**src/rtl/instruction_fetch_stage.sv**
```systemverilog
// Instruction fetch stage.
// Owns the PC and keeps at most one instruction-memory request in flight.
// Fills the IF/ID register, obeys the hazard-unit stalls, and handles redirects
// from EX, which take priority over any stall.
module instruction_fetch_stage #(
    parameter int BUS_DATA_WIDTH = 64,
    parameter int INSTR_WIDTH    = 32,
    parameter logic [BUS_DATA_WIDTH-1:0] RESET_PC = '0
) (
    input  logic                      clk,
    input  logic                      reset,
    input  logic                      inPCWrite,
    input  logic                      inIfIdWrite,
    input  logic                      inBranchTaken,
    input  logic [BUS_DATA_WIDTH-1:0] inBranchTarget,
    output logic                      outMemReqValid,
    output logic [BUS_DATA_WIDTH-1:0] outMemAddr,
    input  logic                      inMemReqReady,
    input  logic                      inMemRespValid,
    input  logic [INSTR_WIDTH-1:0]    inMemRespData,
    output logic                      outIfIdValid,
    output logic [INSTR_WIDTH-1:0]    outIfIdInstr,
    output logic [BUS_DATA_WIDTH-1:0] outIfIdPC,
    output logic [BUS_DATA_WIDTH-1:0] outIfIdPCPlus4
);

    typedef enum logic [1:0] {
        S_IDLE  = 2'd0,  // one cycle after reset, no request
        S_FETCH = 2'd1,  // request presented, waiting for acceptance
        S_WAIT  = 2'd2,  // request accepted, waiting for the response
        S_HOLD  = 2'd3   // response captured while IF/ID was stalled
    } fetchState_t;

    fetchState_t state, stateNext;

    // Architectural fetch state.
    logic [BUS_DATA_WIDTH-1:0] pc, pcNext;
    logic                      drop, dropNext;
    logic [INSTR_WIDTH-1:0]    holdBuf, holdBufNext;

    // IF/ID load control, produced by the FSM.
    logic                      loadIfId;
    logic [INSTR_WIDTH-1:0]    loadInstr;

    logic                      advance;
    logic [BUS_DATA_WIDTH-1:0] pcPlus4;
    logic [BUS_DATA_WIDTH-1:0] branchPC;

    // The low two target bits are forced to zero, so they are deliberately unused.
    logic unusedTgtBits;
    assign unusedTgtBits = ^inBranchTarget[1:0];

    // The pipeline moves only when both the PC and the IF/ID register may change.
    assign advance  = inPCWrite & inIfIdWrite;
    // Sequential PC, which wraps naturally at the width boundary.
    assign pcPlus4  = pc + BUS_DATA_WIDTH'(4);
    // The redirect target is word-aligned.
    assign branchPC = {inBranchTarget[BUS_DATA_WIDTH-1:2], 2'b00};

    // The request is a pure function of state, so it stays stable until accepted.
    assign outMemReqValid = (state == S_FETCH);
    assign outMemAddr     = pc;

    // State register
    always_ff @(posedge clk or posedge reset) begin
        if (reset) state <= S_IDLE;
        else       state <= stateNext;
    end

    // Next-state, PC, drop flag and IF/ID load decisions
    always_comb begin
        stateNext   = state;
        pcNext      = pc;
        dropNext    = drop;
        holdBufNext = holdBuf;
        loadIfId    = 1'b0;
        loadInstr   = inMemRespData;

        unique case (state)
            S_IDLE: begin
                stateNext = S_FETCH;
            end
            S_FETCH: begin
                if (inMemReqReady) stateNext = S_WAIT;
            end
            S_WAIT: begin
                if (inMemRespValid) begin
                    if (drop) begin
                        // The response belongs to a fetch killed by an earlier redirect.
                        dropNext  = 1'b0;
                        stateNext = S_FETCH;
                    end else if (advance) begin
                        loadIfId  = 1'b1;
                        loadInstr = inMemRespData;
                        pcNext    = pcPlus4;
                        stateNext = S_FETCH;
                    end else begin
                        // IF/ID is stalled, so park the instruction until it can move.
                        holdBufNext = inMemRespData;
                        stateNext   = S_HOLD;
                    end
                end
            end
            S_HOLD: begin
                if (advance) begin
                    loadIfId  = 1'b1;
                    loadInstr = holdBuf;
                    pcNext    = pcPlus4;
                    stateNext = S_FETCH;
                end
            end
            default: begin
                stateNext = S_IDLE;
            end
        endcase

        // A redirect overrides everything above, including stalls.
        if (inBranchTaken) begin
            pcNext   = branchPC;
            loadIfId = 1'b0;
            unique case (state)
                S_IDLE: begin
                    stateNext = S_FETCH;
                end
                S_FETCH: begin
                    // If the old request is accepted on this edge, its response must be dropped.
                    if (inMemReqReady) begin
                        stateNext = S_WAIT;
                        dropNext  = 1'b1;
                    end else begin
                        stateNext = S_FETCH;
                    end
                end
                S_WAIT: begin
                    if (inMemRespValid) begin
                        // A response on the redirect edge is simply discarded.
                        stateNext = S_FETCH;
                        dropNext  = 1'b0;
                    end else begin
                        stateNext = S_WAIT;
                        dropNext  = 1'b1;
                    end
                end
                S_HOLD: begin
                    stateNext = S_FETCH;
                end
                default: begin
                    stateNext = S_IDLE;
                end
            endcase
        end
    end

    // PC, drop flag and hold buffer
    always_ff @(posedge clk or posedge reset) begin
        if (reset) begin
            pc      <= RESET_PC;
            drop    <= 1'b0;
            holdBuf <= '0;
        end else begin
            pc      <= pcNext;
            drop    <= dropNext;
            holdBuf <= holdBufNext;
        end
    end

    // IF/ID register: load, bubble on redirect or empty advance, else hold
    always_ff @(posedge clk or posedge reset) begin
        if (reset) begin
            outIfIdValid   <= 1'b0;
            outIfIdInstr   <= '0;
            outIfIdPC      <= '0;
            outIfIdPCPlus4 <= '0;
        end else if (loadIfId) begin
            // The PC has not moved since this request was issued, so pc is its address.
            outIfIdValid   <= 1'b1;
            outIfIdInstr   <= loadInstr;
            outIfIdPC      <= pc;
            outIfIdPCPlus4 <= pcPlus4;
        end else if (inBranchTaken || inIfIdWrite) begin
            outIfIdValid   <= 1'b0;
        end
    end

endmodule

```
**config.mk**
```make
export PLATFORM = sky130hd
export DESIGN_NAME = instruction_fetch_stage
export DESIGN_NICKNAME = d
export VERILOG_FILES = /design/src/rtl/instruction_fetch_stage.sv
export SDC_FILE = /design/constraint.sdc
export NUM_CORES = 1
export LEC_CHECK = 0
export ABC_CLOCK_PERIOD_IN_PS = 11500
export BUFFER_PORTS_ARGS = -buffer_cell sky130_fd_sc_hd__clkbuf_2
export CORE_MARGIN = 10
export CORE_UTILIZATION = 53
export DETAILED_ROUTE_END_ITERATION = 10
export HOLD_SLACK_MARGIN = 0.1
export MAX_ROUTING_LAYER = met4
export PLACE_DENSITY_LB_ADDON = 0.05
export SYNTH_ARGS = -nofsm -noshare
export SYNTH_HDL_FRONTEND = slang
export SYNTH_SLANG_ARGS = --single-unit
```
**constraint.sdc**
```tcl
create_clock -name clk -period 11.5 [get_ports clk]
set_clock_uncertainty 0.15 [all_clocks]
set_input_delay 2.3 -clock clk [delete_from_list [all_inputs] [get_ports clk]]
set_output_delay 2.3 -clock clk [all_outputs]
set_load 0.02 [all_outputs]
```
### After elaboration in Yosys (flattened, before gate mapping)

Index checks and enable logic that the tools add are counted.

| storage, ports and cells | value |
|---|---|
| flip-flop bits (word level) | 260 |
| input port bits | 103 |
| output and inout bits | 226 |

| operators by class | value |
|---|---|
| $add $sub $neg | 1 |
| equality and inequality tests | 7 |
| multiplexer cells | 30 |
| bitwise gates (word level) | 2 |
| reductions and logical operators | 8 |

Operators by type and width:

| cell | number |
|---|---|
| $mux 64 | 4 |
| $pmux 64 s2 | 1 |
| $add 64x3->64 const B | 1 |
| $mux 32 | 2 |
| $mux 2 | 8 |
| $mux 1 | 11 |
| $ne 3x3->1 const B | 3 |
| $reduce_and 3->1 | 3 |
| $pmux 2 s4 | 1 |
| $pmux 2 s3 | 1 |
| $eq 2x2->1 const B | 2 |
| $pmux 1 s2 | 2 |
| $ne 3x2->1 const B | 1 |
| $reduce_bool 3->1 | 1 |
| $eq 2x1->1 const B | 1 |
| $logic_not 2->1 | 1 |
| $reduce_bool 2->1 | 1 |
| $reduce_or 2->1 | 1 |
| $and 1x1->1 | 1 |
| $logic_or 1x1->1 | 1 |
| $not 1->1 | 1 |

### Longest topological paths before layout

Gate-level depths: netlist of run 1.

| logic depth | value |
|---|---|
| word-level depth | 7 |
| mapped depth | 11 |

### Worst setup path after synthesis of run 1

OpenSTA, ideal clock, no wires.

| path | value |
|---|---|
| path type | input port to flip-flop |
| start | in inMemRespValid |
| end | reg outIfIdPCPlus4[18] |
| arrival time | 4.027 ns |
| required time | 11.267 ns |
| slack | 7.240 ns |
| stages on the path | 9 |
| cell sequence | nand2_1 > nor2_1 > o21ai_0 > clkbuf_1 > clkbuf_1 > buf_1 > clkbuf_1 > nand2_1 > o21ai_0 |

| on the way | value |
|---|---|
| longest elaborated chain between the ends | 3 |

Ends and longest elaborated chain:

| what | line | RTL |
|---|---|---|
| from (decl) | 19 | `input logic inMemRespValid,` |
| $mux 1 | 87 | `if (inMemRespValid) begin` |
| $pmux 1 s2 | 79 | `unique case (state)` |
| $mux 1 | 118 | `if (inBranchTaken) begin` |
| to (signal assigned) | 179 | `outIfIdPCPlus4 <= pcPlus4;` |
| to (decl) | 24 | `output logic [BUS_DATA_WIDTH-1:0] outIfIdPCPlus4` |

No other way between the ends.
A chain may end at the register's enable or synchronous reset.

### Worst setup path after layout of run 1

| path | value |
|---|---|
| start | in inBranchTaken |
| end | reg outIfIdPC[46] |

| on the way | value |
|---|---|
| longest elaborated chain between the ends | 1 |

Ends and longest elaborated chain:

| what | line | RTL |
|---|---|---|
| from (decl) | 14 | `input logic inBranchTaken,` |
| $mux 1 | 118 |  |
| to (signal assigned) | 178 | `outIfIdPC <= pc;` |
| to (decl) | 23 | `output logic [BUS_DATA_WIDTH-1:0] outIfIdPC,` |

No other way between the ends.

==> results.toml, run 1 <==
[sta]
fin_crit_ns = 4.63
rsz0062_at_grt = "no"
finalSetupTns_ns = 0
finalHoldViolCount = 0
slew_headroom_pct = 18.6
slew_violations = 0
finalCritPeriodShare_pct = 40.2
setup_viol = 0
setup_ws_ns = 6.87
max_freq_mhz = 216
worstMarginPinSlew_ns = 1.21

[synth]
synthArstFlopShare_pct = 100
synth_simple_gate_area_share_pct = 15.2
synth_flop_cell = "dfrtp_1"
synth-seq-cells = 254
synthMuxAreaShare_pct = 11.2
ys_seq_area_share_pct = 53.1
synth_enable_flop_cells = 0
synthTopCellsByArea = "dfrtp_1 (53%), mux2_2 (8.4%), nand2_1 (6.5%)"
synth_warnings = 0
synth-compound-area-share_pct = 7.48
syn_inst = 1188
synth_top_family_by_area = "simple AND/OR/NAND/NOR gates"
yosys.area.top_type = "dfrtp_1"
synth_fa_ha_area_share_pct = 0.522
synth_xor_area_share_pct = 8.78
netlist_area_um2 = 12000
ys_types = 43
syn_area_per_cell_um2 = 10.1
synth_top_area_share_pct = 53.1

[finish]
layout_commonest_cell = "clkbuf_2"
fill_cells = 1897
fin_area_um2 = 14600
layout.nets = 1571
post_layout_nonfiller_instances = 1765
final_cell_mix = "clkbuf_2 (319), dfrtp_1 (254), nand2_1 (207)"
drive_above_1_share_pct = 32.5
syn_to_final_growth_pct = 21.8

[clock_network]
ctsHtreeMaxLevel = 1
cts_sinks = 254
clock_path_buffers = 3
clockRootBuffer = "clkbuf_16"
holdBufCountCts = 0
post_cts_resized = 0
clk_pin_slew_ns = 0.06
post-cts-setup-buffer-count = 0
clkLatencyLatePin_ns = 0.54
cts_made_buffers = 28
cts_tree = "built"

[pwr]
internal_power_w = 0.00216
power_w = 0.00346
netSwitchingPower_w = 0.00130
p_sw_share_pct = 37.6
p_seq_share_pct = 41.4
p_per_area_nw_per_um2 = 238
p_leak_nw = 6.92
ir_worst_vdd_mv = 0.154
clkPwrFrac_pct = 24.8
power_frac_comb_pct = 33.8

[detailed_routing]
route.detailed.drc = 0
totalWireLength_mm = 34.5
vias_per_cell = 5.37
drt-initial-drc-count = 779
vias = 9475
antenna_left = 0
drt-pass1-iter-count = 4
post_drt_wl_per_cell_um = 19.6

[global_routing]
grt_pass1_wl_mm = 53.7
grt-ovfl-total = 0
grt_use_met2_pct = 37.3
grt.busiest_layer = "met2"
track_usage_pct = 23.9
use_met1_pct = 31.4
grt_pass1_vias = 9495
antenna_found_initial = 4
grt_max_degree = 116
met3_usage_pct = 5.53

[critical_path]
crit_required_ns = 11.76
rr_startpoint = "outMemAddr[2]"
r2r-end = "outIfIdPCPlus4[38]"
path_max_fanout = 115
rr_worst_depth = 7
critPathArrivalTime_ns = 4.89
critPathKind = "primary input to register"
crit_path_end_kind = "register"
regToRegSetupSlack_ns = 8.02
startpoint_type = "primary input"

[floorplanning]
dieWidth_um = 170
initial_core_util_pct = 54.4
io_pins = 329
die_h_um = 170
std_cell_rows = 54
die_area_um2 = 29000
core_area_um2 = 22000

[place]
placed_cell_area_um2 = 13700
pre_cts_ws_ns = 6.34
dp.cells = 1713
gp_congestion = 0.857
dpl.hpwl_mm = 25.0
io_buffer_count = 320

[worst_hold_path]
hold_path.startpoint = "outIfIdPCPlus4[52]"
holdCritPathClass = "register to register"
holdPathEnd = "outIfIdPCPlus4[52]"
worstHoldPathCells = 2

[job]
maxCapViolCount = 0

[status]
outcome = "finished clean"
-- sequential cells by signal, summed over array words and instances, names as in the netlist --
signal and flops:
drop 1, holdBuf 32, outIfIdInstr 32, outIfIdPC 62, outIfIdPCPlus4 62, outIfIdValid 1, outMemAddr 62, state 2
-- worst max-delay path by stage --
stage                               end  slack [ns]           from
after floorplan                    drop        2.06          reset
after global placement    outIfIdPC[47]        6.37  inBranchTaken
after detailed placement  outIfIdPC[46]        6.34  inBranchTaken
after CTS                 outIfIdPC[46]        6.90  inBranchTaken
final                     outIfIdPC[46]        6.87  inBranchTaken
after global routing      outIfIdPC[46]        6.68  inBranchTaken
-- cells in the mapped netlist, types with 6 or more instances --
cell type / instances
xnor2_1: 83
buf_1: 6
nor2_1: 63
inv_1: 13
nand2_1: 207
o21ai_1: 10
nand4_1: 30
dfrtp_1: 254
buf_2: 13
buf_4: 8
mux2i_1: 34
mux2_2: 89
o21ai_0: 153
xor2_1: 37
nor4_1: 13
nand3_1: 29
clkbuf_1: 64
nor3_1: 34
-- per-stage QoR --
| stage | hold WS [ns] | util (%) |
|---|---|---|
| after floorplan | 0.330 | - |
| final | 0.327 | 66.2 |
| after detailed placement | 0.319 | 62.2 |
| after global placement | 0.311 | 62.2 |
| after CTS | 0.332 | 66.2 |
| after global routing | 0.350 | 66.2 |
-- worst max-delay path: stages --
cell and delay [ns]:
buf_4 0.39, nor2_1 0.15, o21ai_4 0.09, buf_4 0.54, buf_4 0.90, mux2_2 0.42
-- area by class of cell --
type                       count  area, um^2  share of cell area, %
antenna                        4        10.0                 0.0686
clock buffer                  39         833                   5.71
clock inverter                 9        47.5                  0.326
inverter                      13        56.3                  0.386
multi-input combinational    834        5240                   35.9
sequential                   254        6360                   43.6
tap                          280         350                   2.40
timing repair buffer         332        1690                   11.6
-- power groups by stage --
| stage | Clock [W] | Sequential (W) | Combinational, W |
|---|---|---|---|
| after floorplan | 0 | 0.00175 | 0.000425 |
| after global placement | 0 | 0.00143 | 0.00117 |
| after detailed placement | 0 | 0.00145 | 0.00119 |
| after CTS | 0.000870 | 0.00144 | 0.00119 |
| after global routing | 0.000909 | 0.00148 | 0.00127 |
| final | 0.000858 | 0.00144 | 0.00117 |
-- per-layer routing --
metal  wire length (um)  vias up
li1                   -     4578
met1              15200     4582
met2              16300      281
met3               2480       34
met4                517        0
met5                  0        -
-- kinds of logic (layout without fill, tap and decap cells) --
logic type | after synthesis | in the layout
DFF | 254 | 254
other | 1 | 10
buffers and inverters | 105 | 393
muxes | 123 | 123
adders and majority gates | 5 | 5
xor gates and xnor gates | 120 | 120
AOI/OAI and AO/OA | 175 | 175
and+or+nand+nor | 405 | 405
(Power assumes the default switching activity.)
==> run 2: changes to the inputs <==
Settings changed: ABC_CLOCK_PERIOD_IN_PS 11500 to 4160, CORE_UTILIZATION 53 to 48.
Clock period 11.5 ns to 4.16 ns, I/O delays scaled along.
==> results.toml, run 2 (synthesis results as in run 1) <==
[status]
outcome = "finished clean"

[place]
gp_congestion = 0.829
dpl.hpwl_mm = 25.3
io_buffer_count = 320

[pwr]
ir_worst_vdd_mv = 0.427
p_leak_nw = 6.91
p_per_area_nw_per_um2 = 649
power_w = 0.00951

[finish]
layout.nets = 1573
final_cell_mix = "clkbuf_2 (319), dfrtp_1 (254), nand2_1 (207)"
fill_cells = 2194
layout_commonest_cell = "clkbuf_2"
drive_above_1_share_pct = 31.9
syn_to_final_growth_pct = 22.2

[detailed_routing]
wl_met1_mm = 15.3
vias = 9508
totalWireLength_mm = 35.0
drt-initial-drc-count = 741
drt-pass1-iter-count = 6
route.detailed.drc = 0
wl_met2_mm = 16.1
antenna_left = 0
dr_wl_met3_mm = 2.98
top_layer = "met4"
vias_per_cell = 5.27
post_drt_wl_per_cell_um = 19.4

[sta]
setup_viol = 0
worstMarginPinSlew_ns = 1.12
slew_violations = 0
finalHoldViolCount = 0
rsz0062_at_grt = "no"
max_freq_mhz = 309
finalCritPeriodShare_pct = 77.8
hold_slack_ns = 0.216
fin_crit_ns = 3.24
slew_headroom_pct = 25.3

[floorplanning]
io_pins = 329
dieWidth_um = 178
die_h_um = 178
die_area_um2 = 31700
std_cell_rows = 57
initial_core_util_pct = 49.0
core_area_um2 = 24500

[clock_network]
clkLatencyLatePin_ns = 0.54
holdBufCountCts = 0
clk_pin_slew_ns = 0.05
post_cts_resized = 0
clock_path_buffers = 3
cts_tree = "built"
cts_sinks = 254
post-cts-setup-buffer-count = 0
ctsHtreeMaxLevel = 1
clockRootBuffer = "clkbuf_16"
cts_made_buffers = 28

[global_routing]
grt-ovfl-total = 0
grt_pass1_vias = 9516
track_usage_pct = 22.2
grt_pass1_wl_mm = 54.3
antenna_found_initial = 2
grt_max_degree = 162

[worst_hold_path]
holdCritPathClass = "primary input to async pin"

[critical_path]
crit_required_ns = 4.41
critPathArrivalTime_ns = 3.48
critPathKind = "register to register"
path_max_fanout = 8
crit_path_end_kind = "register"
startpoint_type = "register"

[job]
maxCapViolCount = 0
[run 2: worst max-delay path, stage by stage, from the launching register on]
cell,delay [ns]
dfrtp_1,0.52
nand4_1,0.32
nor3_1,0.62
nand4_1,0.67
nor4_1,0.57
xnor2_1,0.16
o21ai_0,0.08
[run 2: area by class of cell]
class	instances	area, um^2	area share [%]
tap	324	405	2.77
sequential	254	6360	43.4
inverter	13	52.6	0.359
clock buffer	41	791	5.40
multi-input combinational	834	5240	35.8
antenna	2	5.00	0.0342
clock inverter	2	35.0	0.239
timing repair buffer	334	1760	12.0
[run 2: routing by layer]
metal / up-vias / track usage [%]
li1: 4572 / -
met1: 4605 / 28.9
met2: 294 / 34.0
met3: 37 / 6.44
met4: 0 / 4.41
met5: - / -
[run 2: worst paths after layout]
kind	cells after the start	slack, ns	to	from
max in group asynchronous	3	2.70	outMemAddr[24]	reset
min in group clk	2	0.33	outIfIdValid	outIfIdValid
min reg2reg	2	0.33	outIfIdValid	outIfIdValid
max	6	0.92	outMemAddr[63]	outMemAddr[14]
min	2	0.22	outIfIdInstr[12]	reset
max reg2reg	6	0.92	outMemAddr[63]	outMemAddr[14]
[run 2: per-stage QoR]
| step | TNS, ns | setup slack [ns] | utilization, % | cell area [um^2] | instances |
|---|---|---|---|---|---|
| CTS | 0 | 0.857 | 59.8 | 14600 | 1802 |
| finish | 0 | 0.923 | 59.8 | 14600 | 1804 |
| global route | 0 | 0.626 | 59.8 | 14600 | 1804 |
| detailed placement | 0 | 0.873 | 56.4 | 13800 | 1759 |
| floorplan | -42.07 | -0.166 | - | 12000 | 1193 |
| global placement | 0 | 0.991 | 56.4 | 13800 | 1759 |
[run 2: where the power goes]
group | internal (W) | total (W) | switching (W)
clock | 0.00135 | 0.00230 | 0.000944
sequential | 0.00339 | 0.00396 | 0.000569
combinational | 0.00121 | 0.00325 | 0.00204
total | 0.00595 | 0.00951 | 0.00355
==> run 3: changes to the inputs <==
Settings changed: ABC_CLOCK_PERIOD_IN_PS 4160 to 2760.
Clock period 4.16 ns to 2.76 ns, I/O delays scaled along.
==> results.toml, run 3 (synthesis results as in run 1) <==
[status]
outcome = "finished clean"

[global_routing]
grt_pass1_wl_mm = 59.2
grt_max_degree = 132
grt_pass1_vias = 10700
antenna_found_initial = 3
grt-ovfl-total = 0
track_usage_pct = 24.1

[critical_path]
startpoint_type = "register"
rr_startpoint = "outMemAddr[3]"
r2r-end = "outIfIdPCPlus4[56]"
crit_required_ns = 3.04
critPathArrivalTime_ns = 2.86
critPathKind = "register to register"
path_max_fanout = 5
regToRegSetupSlack_ns = 0.18
rr_worst_depth = 8
crit_path_start = "outMemAddr[3]"
crit_path_end_kind = "register"

[clock_network]
cts_made_buffers = 28
post-cts-setup-buffer-count = 0
clk_pin_slew_ns = 0.06
cts_sinks = 254
ctsHtreeMaxLevel = 1
clkLatencyLatePin_ns = 0.55
clockRootBuffer = "clkbuf_16"
cts_tree = "built"
clock_path_buffers = 3

[finish]
layout.nets = 1713
fill_cells = 1991
final_cell_mix = "clkbuf_2 (319), dfrtp_1 (254), nand2_1 (207)"
fin_area_um2 = 16100
layout_commonest_cell = "clkbuf_2"
syn_to_final_growth_pct = 34.3
drive_above_1_share_pct = 34.0

[place]
dpl.hpwl_mm = 27.4
placed_cell_area_um2 = 14400
gp_congestion = 0.855
io_buffer_count = 320

[detailed_routing]
post_drt_wl_per_cell_um = 19.3
vias_per_cell = 5.18
drt-pass1-iter-count = 5
antenna_left = 0
vias = 10100
totalWireLength_mm = 37.6
route.detailed.drc = 0
drt-initial-drc-count = 677

[floorplanning]
std_cell_rows = 57
initial_core_util_pct = 49.0
io_pins = 329
dieWidth_um = 178
core_area_um2 = 24500
die_area_um2 = 31700
die_h_um = 178

[sta]
worstMarginPinSlew_ns = 0.643
setup_viol = 0
fin_crit_ns = 2.58
finalCritPeriodShare_pct = 93.5
rsz0062_at_grt = "no"
max_freq_mhz = 388
hold_slack_ns = 0.117
finalHoldViolCount = 0
slew_headroom_pct = 57.1
slew_violations = 0

[pwr]
clkPwrFrac_pct = 25.9
ir_worst_vdd_mv = 0.719
netSwitchingPower_w = 0.00556
power_frac_comb_pct = 34.8
p_leak_nw = 7.64
p_seq_share_pct = 39.2
p_sw_share_pct = 36.9
p_per_area_nw_per_um2 = 937
internal_power_w = 0.00950

[worst_hold_path]
holdCritPathClass = "primary input to register"
hold_path.startpoint = "inBranchTarget[6]"
holdPathEnd = "outMemAddr[6]"
worstHoldPathCells = 3

[job]
maxCapViolCount = 0
-- run 3: changes by cell type in the layout (fill, tap and decap cells not counted), sizes merged --
cell         change
buf             +69
bufinv           +2
diode            +1
clkbuf           +2
clkinv           +3
dlygate4sd3     +71
-- run 3: routing by layer --
| metal | GRT usage (%) | wire (um) | up-vias |
|---|---|---|---|
| li1 | - | - | 4862 |
| met3 | 5.42 | 2790 | 48 |
| met1 | 30.5 | 16200 | 4879 |
| met5 | - | 0 | - |
| met2 | 38.3 | 17800 | 315 |
| met4 | 6.32 | 836 | 0 |
-- run 3: power by group through the flow --
stage / Sequential, W / Clock [W] / Combinational (W)
2_1_floorplan: 0.00727 / 0 / 0.00177
3_3_place_gp: 0.00587 / 0 / 0.00516
3_5_place_dp: 0.00597 / 0 / 0.00524
4_1_cts: 0.00591 / 0.00399 / 0.00534
5_1_grt: 0.00611 / 0.00413 / 0.00572
6_report: 0.00591 / 0.00391 / 0.00525
-- run 3: through the flow --
stage | utilization [%] | power [W] | setup TNS, ns | instances | worst slack (ns)
final | 65.8 | 0.0151 | 0 | 1952 | 0.181
after global routing | 65.8 | 0.0160 | 0 | 1952 | 0.00846
after CTS | 65.7 | 0.0152 | 0 | 1949 | 0.0619
after detailed placement | 58.8 | 0.0112 | 0 | 1828 | 0.0669
after global placement | 58.8 | 0.0110 | 0 | 1828 | 0.117
after floorplan | - | 0.00905 | -326.56 | 1193 | -1.29
-- run 3: worst max-delay path, stage by stage (launching register included) --
cell and delay [ns]:
dfrtp_1 0.35, ha_1 0.16, nand4_1 0.14, or4_4 0.58, buf_4 0.17, or3_1 0.45
nor3_1 0.26, xnor2_1 0.14, o21ai_1 0.07
-- run 3: timing repair --
item | CTS | global route
gates resized for setup | 0 | 2
hold buffers | 71 | 0
setup endpoints to repair | 0 | 7
endpoints found under the hold margin | 84 | 0
-- run 3: worst max path at each step --
stage	end	cells past startpoint
3_5_place_dp	outMemAddr[36]	7
2_1_floorplan	drop	1
4_1_cts	outMemAddr[56]	7
3_3_place_gp	outMemAddr[56]	7
6_report	outIfIdPCPlus4[56]	8
5_1_grt	outIfIdPCPlus4[56]	8
-- run 3: final cells by class --
| cell class | instances | area (um^2) | share of cell area (%) |
|---|---|---|---|
| Antenna cell | 3 | 7.51 | 0.0467 |
| Clock buffer | 43 | 858 | 5.34 |
| Clock inverter | 7 | 110 | 0.685 |
| Inverter | 13 | 52.6 | 0.327 |
| Multi-Input combinational cell | 834 | 5240 | 32.6 |
| Sequential cell | 254 | 6360 | 39.5 |
| Tap cell | 324 | 405 | 2.52 |
| Timing Repair Buffer | 474 | 3050 | 19.0 |
